$ cat config.mk
export PLATFORM = sky130hd
export DESIGN_NAME = vehicle_sensor_conditioner
export DESIGN_NICKNAME = d
export VERILOG_FILES = /design/src/rtl/tlc_pkg.sv /design/src/rtl/sensor_channel.sv /design/src/rtl/vehicle_sensor_conditioner.sv
export SDC_FILE = /design/constraint.sdc
export NUM_CORES = 1
export LEC_CHECK = 0
export CORE_ASPECT_RATIO = 1.75
export CORE_MARGIN = 2
export CORE_UTILIZATION = 60
export DETAILED_ROUTE_END_ITERATION = 7
export PLACE_DENSITY = 0.78
export RECOVER_POWER = 100
export SLEW_MARGIN = 25
export SYNTH_ARGS = -nofsm -noshare
export SYNTH_HDL_FRONTEND = slang
export SYNTH_SLANG_ARGS = --single-unit
$ cat constraint.sdc
create_clock -name clk -period 3.2 [get_ports clk]
set_input_delay 0.32 -clock clk [delete_from_list [all_inputs] [get_ports clk]]
set_output_delay 0.32 -clock clk [all_outputs]
set_load 0.02 [all_outputs]
$ cat src/rtl/tlc_pkg.sv
// Shared defaults for the traffic-light controller slice: sensor conditioner
// timing parameters, also used by the controller bench.
package tlc_pkg;

   localparam int unsigned DEBOUNCE_CYCLES_DEF = 16;
   localparam int unsigned STUCK_CYCLES_DEF    = 60000;
   localparam int unsigned CNT_W_DEF           = 16;

endpackage : tlc_pkg

$ cat src/rtl/sensor_channel.sv
// One vehicle-loop channel: two-flop synchronizer, debounce, request latch
// and stuck-high monitor.
// Ports:
//   clk, reset_n : clock, asynchronous active-low reset
//   raw          : asynchronous, bouncy detector input
//   clr          : serve level from the controller's green; clears req
//   deb          : debounced detector level
//   req          : latched request, held until served
//   fault        : detector stuck high
module sensor_channel
   import tlc_pkg::*;
#(
   parameter int unsigned DEBOUNCE_CYCLES = DEBOUNCE_CYCLES_DEF,
   parameter int unsigned STUCK_CYCLES    = STUCK_CYCLES_DEF,
   parameter int unsigned CNT_W           = CNT_W_DEF
) (
   input  logic clk,
   input  logic reset_n,
   input  logic raw,
   input  logic clr,
   output logic deb,
   output logic req,
   output logic fault
);

   localparam logic [CNT_W-1:0] DEB_LAST  = CNT_W'(DEBOUNCE_CYCLES - 1);
   localparam logic [CNT_W-1:0] STUCK_LIM = CNT_W'(STUCK_CYCLES);
   localparam logic [CNT_W-1:0] CNT_ONE   = CNT_W'(1);

   logic             s1;
   logic             s2;
   logic [CNT_W-1:0] dcnt;
   logic [CNT_W-1:0] scnt;

   logic             deb_nxt;
   logic [CNT_W-1:0] dcnt_nxt;
   logic [CNT_W-1:0] scnt_nxt;
   logic             rise_c;
   logic             req_nxt;
   logic             fault_nxt;

   // Next-state: debounce, latch and stuck counter.
   always_comb begin
      deb_nxt   = deb;
      dcnt_nxt  = '0;
      scnt_nxt  = '0;
      req_nxt   = req;
      fault_nxt = 1'b0;

      if (s2 != deb) begin
         if (dcnt == DEB_LAST) begin
            deb_nxt = s2;
         end else begin
            dcnt_nxt = dcnt + CNT_ONE;
         end
      end

      // Rise is taken on the same edge deb is accepted, so clr on that edge wins.
      rise_c = deb_nxt & ~deb;
      if (clr) begin
         req_nxt = 1'b0;
      end else if (rise_c) begin
         req_nxt = 1'b1;
      end

      // Saturating count of consecutive debounced-high cycles.
      if (deb) begin
         scnt_nxt  = (scnt == STUCK_LIM) ? scnt : scnt + CNT_ONE;
         fault_nxt = (scnt_nxt == STUCK_LIM);
      end
   end

   // State registers.
   always_ff @(posedge clk or negedge reset_n) begin
      if (!reset_n) begin
         s1    <= 1'b0;
         s2    <= 1'b0;
         deb   <= 1'b0;
         dcnt  <= '0;
         req   <= 1'b0;
         scnt  <= '0;
         fault <= 1'b0;
      end else begin
         s1    <= raw;
         s2    <= s1;
         deb   <= deb_nxt;
         dcnt  <= dcnt_nxt;
         req   <= req_nxt;
         scnt  <= scnt_nxt;
         fault <= fault_nxt;
      end
   end

endmodule : sensor_channel

$ cat src/rtl/vehicle_sensor_conditioner.sv
// Conditions both vehicle-loop detectors into the controller's Sa/Sb requests.
// Any stuck detector forces both requests high (fixed-time cycling).
// Ports:
//   clk, reset_n   : clock, asynchronous active-low reset
//   raw_a, raw_b   : raw detector inputs
//   clr_a, clr_b   : serve levels from the controller's Ga/Gb
//   sa, sb         : registered conditioned requests
//   fault_a/_b     : registered stuck-high flags
module vehicle_sensor_conditioner
   import tlc_pkg::*;
#(
   parameter int unsigned DEBOUNCE_CYCLES = DEBOUNCE_CYCLES_DEF,
   parameter int unsigned STUCK_CYCLES    = STUCK_CYCLES_DEF,
   parameter int unsigned CNT_W           = CNT_W_DEF
) (
   input  logic clk,
   input  logic reset_n,
   input  logic raw_a,
   input  logic raw_b,
   input  logic clr_a,
   input  logic clr_b,
   output logic sa,
   output logic sb,
   output logic fault_a,
   output logic fault_b
);

   logic deb_a;
   logic deb_b;
   logic req_a;
   logic req_b;
   logic any_fault_c;

   sensor_channel #(
      .DEBOUNCE_CYCLES (DEBOUNCE_CYCLES),
      .STUCK_CYCLES    (STUCK_CYCLES),
      .CNT_W           (CNT_W)
   ) u_ch_a (
      .clk     (clk),
      .reset_n (reset_n),
      .raw     (raw_a),
      .clr     (clr_a),
      .deb     (deb_a),
      .req     (req_a),
      .fault   (fault_a)
   );

   sensor_channel #(
      .DEBOUNCE_CYCLES (DEBOUNCE_CYCLES),
      .STUCK_CYCLES    (STUCK_CYCLES),
      .CNT_W           (CNT_W)
   ) u_ch_b (
      .clk     (clk),
      .reset_n (reset_n),
      .raw     (raw_b),
      .clr     (clr_b),
      .deb     (deb_b),
      .req     (req_b),
      .fault   (fault_b)
   );

   assign any_fault_c = fault_a | fault_b;

   // Output registers: level presence, latched request, or fault override.
   always_ff @(posedge clk or negedge reset_n) begin
      if (!reset_n) begin
         sa <= 1'b0;
         sb <= 1'b0;
      end else begin
         sa <= deb_a | req_a | any_fault_c;
         sb <= deb_b | req_b | any_fault_c;
      end
   end

endmodule : vehicle_sensor_conditioner

==> reports/results.txt <==
# Post-CTS Setup Buffers - 0
cts hold-fix bufs - 0
vias in the first global route - 2,933
#FFs+latches synth - 76
largest family of logic cells by synthesized area - simple AND/OR/NAND/NOR gates
worst hold path type - reg -> reg
Hold Path Depth - 0
grt total ovfl - 0
xor and xnor area share after synthesis - 12.1%
Critical Path End Type - register
Cell Pwr Density - 463 mW/mm²
count of final setup violators - 0
Die X - 65.6 µm
TritonCTS Buffers - 9
WS Path Type - reg -> reg
Area growth syn-to-layout - 10.0%
ANT cells - 0
First DRT Iteration DRCs - 218
Buf+Inv Stages, Crit Path - 1
leak pwr - 1.92 nW
R2R cell count - 7
fillers - 505
switch share - 20.7%
FP Rows - 39
Placer Congestion - 0.867
Synth Flop Type - dfrtp_1
Worst Skew - 0.00652 ns
sequential share of the synthesized area - 47.8%
CP Max Fanout - 6
First-pass DRT Iterations - 4
Max-Cap Viols - 1
TritonCTS clock tree - yes
dpl hpwl - 4990 µm
sequential share of power - 48.2%
status - complete, but fails checks
P_sw - 420 µW
Worst Path Arrival - 2.31 ns
largest delay contributor family on the critical path - simple AND/OR/NAND/NOR gates
Design Power - 2.03 mW
adder-cell area share of the yosys netlist - 1.89%
FF/Latch Area - 0.00190 mm²
initial antenna violation count - 0
Yosys cell types - 51
I/O pin cnt - 10
syn_area_per_cell - 9.90 µm²
final worst setup slack - 1.11 ns
Clock Path Buffers - 2
global-route wire length before repair - 12,900 µm
hold wc startpoint - u_ch_b.s1
area of the mapped netlist - 0.00398 mm²
Max Slew Vio Count - 77
FMAX - 0.479 GHz
Multi-input gate area - 0.00195 mm²
full die area - 0.00733 mm²
Syn Nets - 414
combinational power share - 2.0%
core area - 0.00649 mm²
worst path cell trace - inv_1, ha_1, and4b_1, nand4_1, mux2_1, or3_1, nor4_1
async set-reset flop share out of synthesis - 100%
Sum Neg Setup Slack - 0 ns
RR Endpoint - u_ch_a.fault
DRC Markers - 0
share of layout cells above drive strength 1 - 5.90%
Starting Density - 61.3%
Max IR drop VDD - 440 µV
Clk Latency, worst-skew pair - 0.33 ns
largest net degree at the start of global routing - 77
Synth Instances - 402
number of synthesized flops with an enable pin - 0
period utilization - 65.2%
nets - 414
worst relative slew slack - -22.4%
worst slew pin tran - 1.84 ns
failing checks - capacitance limit, slew limit
Ys Warns - 0
Via density - 5.91
Worst R2R Start - u_ch_a.scnt[0]
H-tree depth - 3
Port Buffers - 9
Clock power frac - 49.8%
Post-Synth Simple-Gate Area - 29.1%
Routed WL - 7400 µm
DR vias - 2,890
Period minus WS final - 2.09 ns
r2r setup slk - 1.11 ns
Fin. Hold Viols - 0
Die Ht - 112 µm
DP Worst Slack - 1.12 ns
mux share of post-synthesis cell area - 1.60%
gr usage total - 22.8%
Routed WL per cell - 15.1 µm
clock root buffer - clkbuf_16
dpl cells - 473
CP Data Required Time - 3.43 ns
Power Internal - 1.61 mW
slowest CP cell - dfrtp_1
final cell count without fillers - 489
unrepaired setup endpoints after global routing - no
post-synthesis compound-gate area fraction - 4.31%
Endpoint, Worst Hold - u_ch_b.s2
Worst Setup Start Kind - register
post-cts repair resize count - 0
CP max stage delay - 0.42 ns
Post-DRT Antenna Nets - 0
clock-pin slew on the worst setup and hold paths - 0.06 ns
Clock Sinks - 76
through the flow:
stage          hold WS (ns)  util, %  cell area, µm²
2_1_floorplan        0.0244        -            3980
3_5_place_dp          0.339     62.9            4090
6_report              0.350     67.5            4380
4_1_cts               0.161     67.6            4390
5_1_grt               0.354     67.5            4380
3_3_place_gp          0.333     62.9            4090
metal layers:
| metal | vias up | routed length [µm] | global-route usage (%) |
|---|---|---|---|
| met5 | - | 0 | 0 |
| met2 | 40 | 3880 | 38.2 |
| li1 | 1389 | - | - |
| met1 | 1444 | 3130 | 27.0 |
| met3 | 17 | 163 | 5.05 |
| met4 | 0 | 226 | 11.4 |
state kept, by name, summed over array words and instances, names as in the netlist, 16 cells and up:
signal	flops
u_ch_a.dcnt	16
u_ch_b.dcnt	16
u_ch_b.scnt	16
u_ch_a.scnt	16
synth_stat cells (5+ instances only):
cell type / instances / area (µm²)
and2_1: 28 / 175
and3_1: 12 / 75.1
and4_1: 7 / 61.3
clkbuf_1: 16 / 60.1
dfrtp_1: 76 / 1900
ha_1: 6 / 75.1
inv_1: 11 / 41.3
nand2_1: 25 / 93.8
nand2b_1: 5 / 31.3
nand3_1: 24 / 120
nand4_1: 15 / 93.8
nor2_1: 42 / 158
nor3_1: 7 / 35.0
nor4_1: 10 / 62.6
o21ai_0: 6 / 30.0
xnor2_1: 23 / 201
xor2_1: 32 / 280
placed cells by master, fill, tap and decap left out, types with 2 or more instances in the layout:
cell type        instances
dfrtp_1                 76
nor2_1                  42
xor2_1                  32
nand2_1                 25
nand3_1                 24
xnor2_1                 23
and2_0                  21
nand4_1                 15
and3_1                  12
inv_1                   11
nor4_1                  10
clkbuf_16                9
and4_1                   7
and2_1                   7
nor3_1                   7
o21ai_0                  6
ha_1                     6
dlygate4sd3_1            6
nand2b_1                 5
or3_1                    4
nor3b_1                  4
nand3b_1                 4
a21boi_0                 3
mux2i_1                  3
and4bb_2                 3
o31ai_1                  3
clkinvlp_4               3
o21a_1                   2
and4b_1                  2
a21oi_1                  2
or4_1                    2
mux2_2                   2
clkdlybuf4s50_1          2
power by group through the flow:
stage          combinational (mW)  sequential, mW  clock [mW]
3_3_place_gp               0.0415           0.994           0
5_1_grt                    0.0482           0.978        1.08
6_report                   0.0401           0.978        1.01
2_1_floorplan              0.0143           0.993           0
4_1_cts                    0.0429           0.977        1.04
3_5_place_dp               0.0428           0.995           0
worst max path at each step:
stage | from | end | slack (ns) | depth (start not counted)
after detailed placement | u_ch_a.scnt[0] | u_ch_a.fault | 1.12 | 7
after global placement | u_ch_a.scnt[0] | u_ch_a.fault | 1.19 | 7
after floorplan | u_ch_a.scnt[0] | u_ch_a.fault | 1.27 | 7
after global routing | u_ch_a.scnt[0] | u_ch_a.fault | 0.90 | 7
after CTS | u_ch_a.scnt[0] | u_ch_a.fault | 1.11 | 7
final | u_ch_a.scnt[0] | u_ch_a.fault | 1.11 | 7
cell families (layout without fill, tap and decap cells):
| family | count (synthesis) | in the layout |
|---|---|---|
| simple gates | 203 | 203 |
| flops | 76 | 76 |
| xor+xnor | 55 | 55 |
| buf+inv | 31 | 36 |
| compound gates | 25 | 25 |
| fa+ha+maj | 6 | 6 |
| mux | 6 | 6 |
layout make-up:
class / instances / share of cell area (%)
clock buffer: 11 / 5.54
clock inverter: 5 / 1.40
inverter: 11 / 0.943
multi-input combinational: 295 / 44.4
sequential: 76 / 43.4
tap: 82 / 2.34
timing repair buffer: 9 / 1.94
Power figures use the tool's default switching activity.
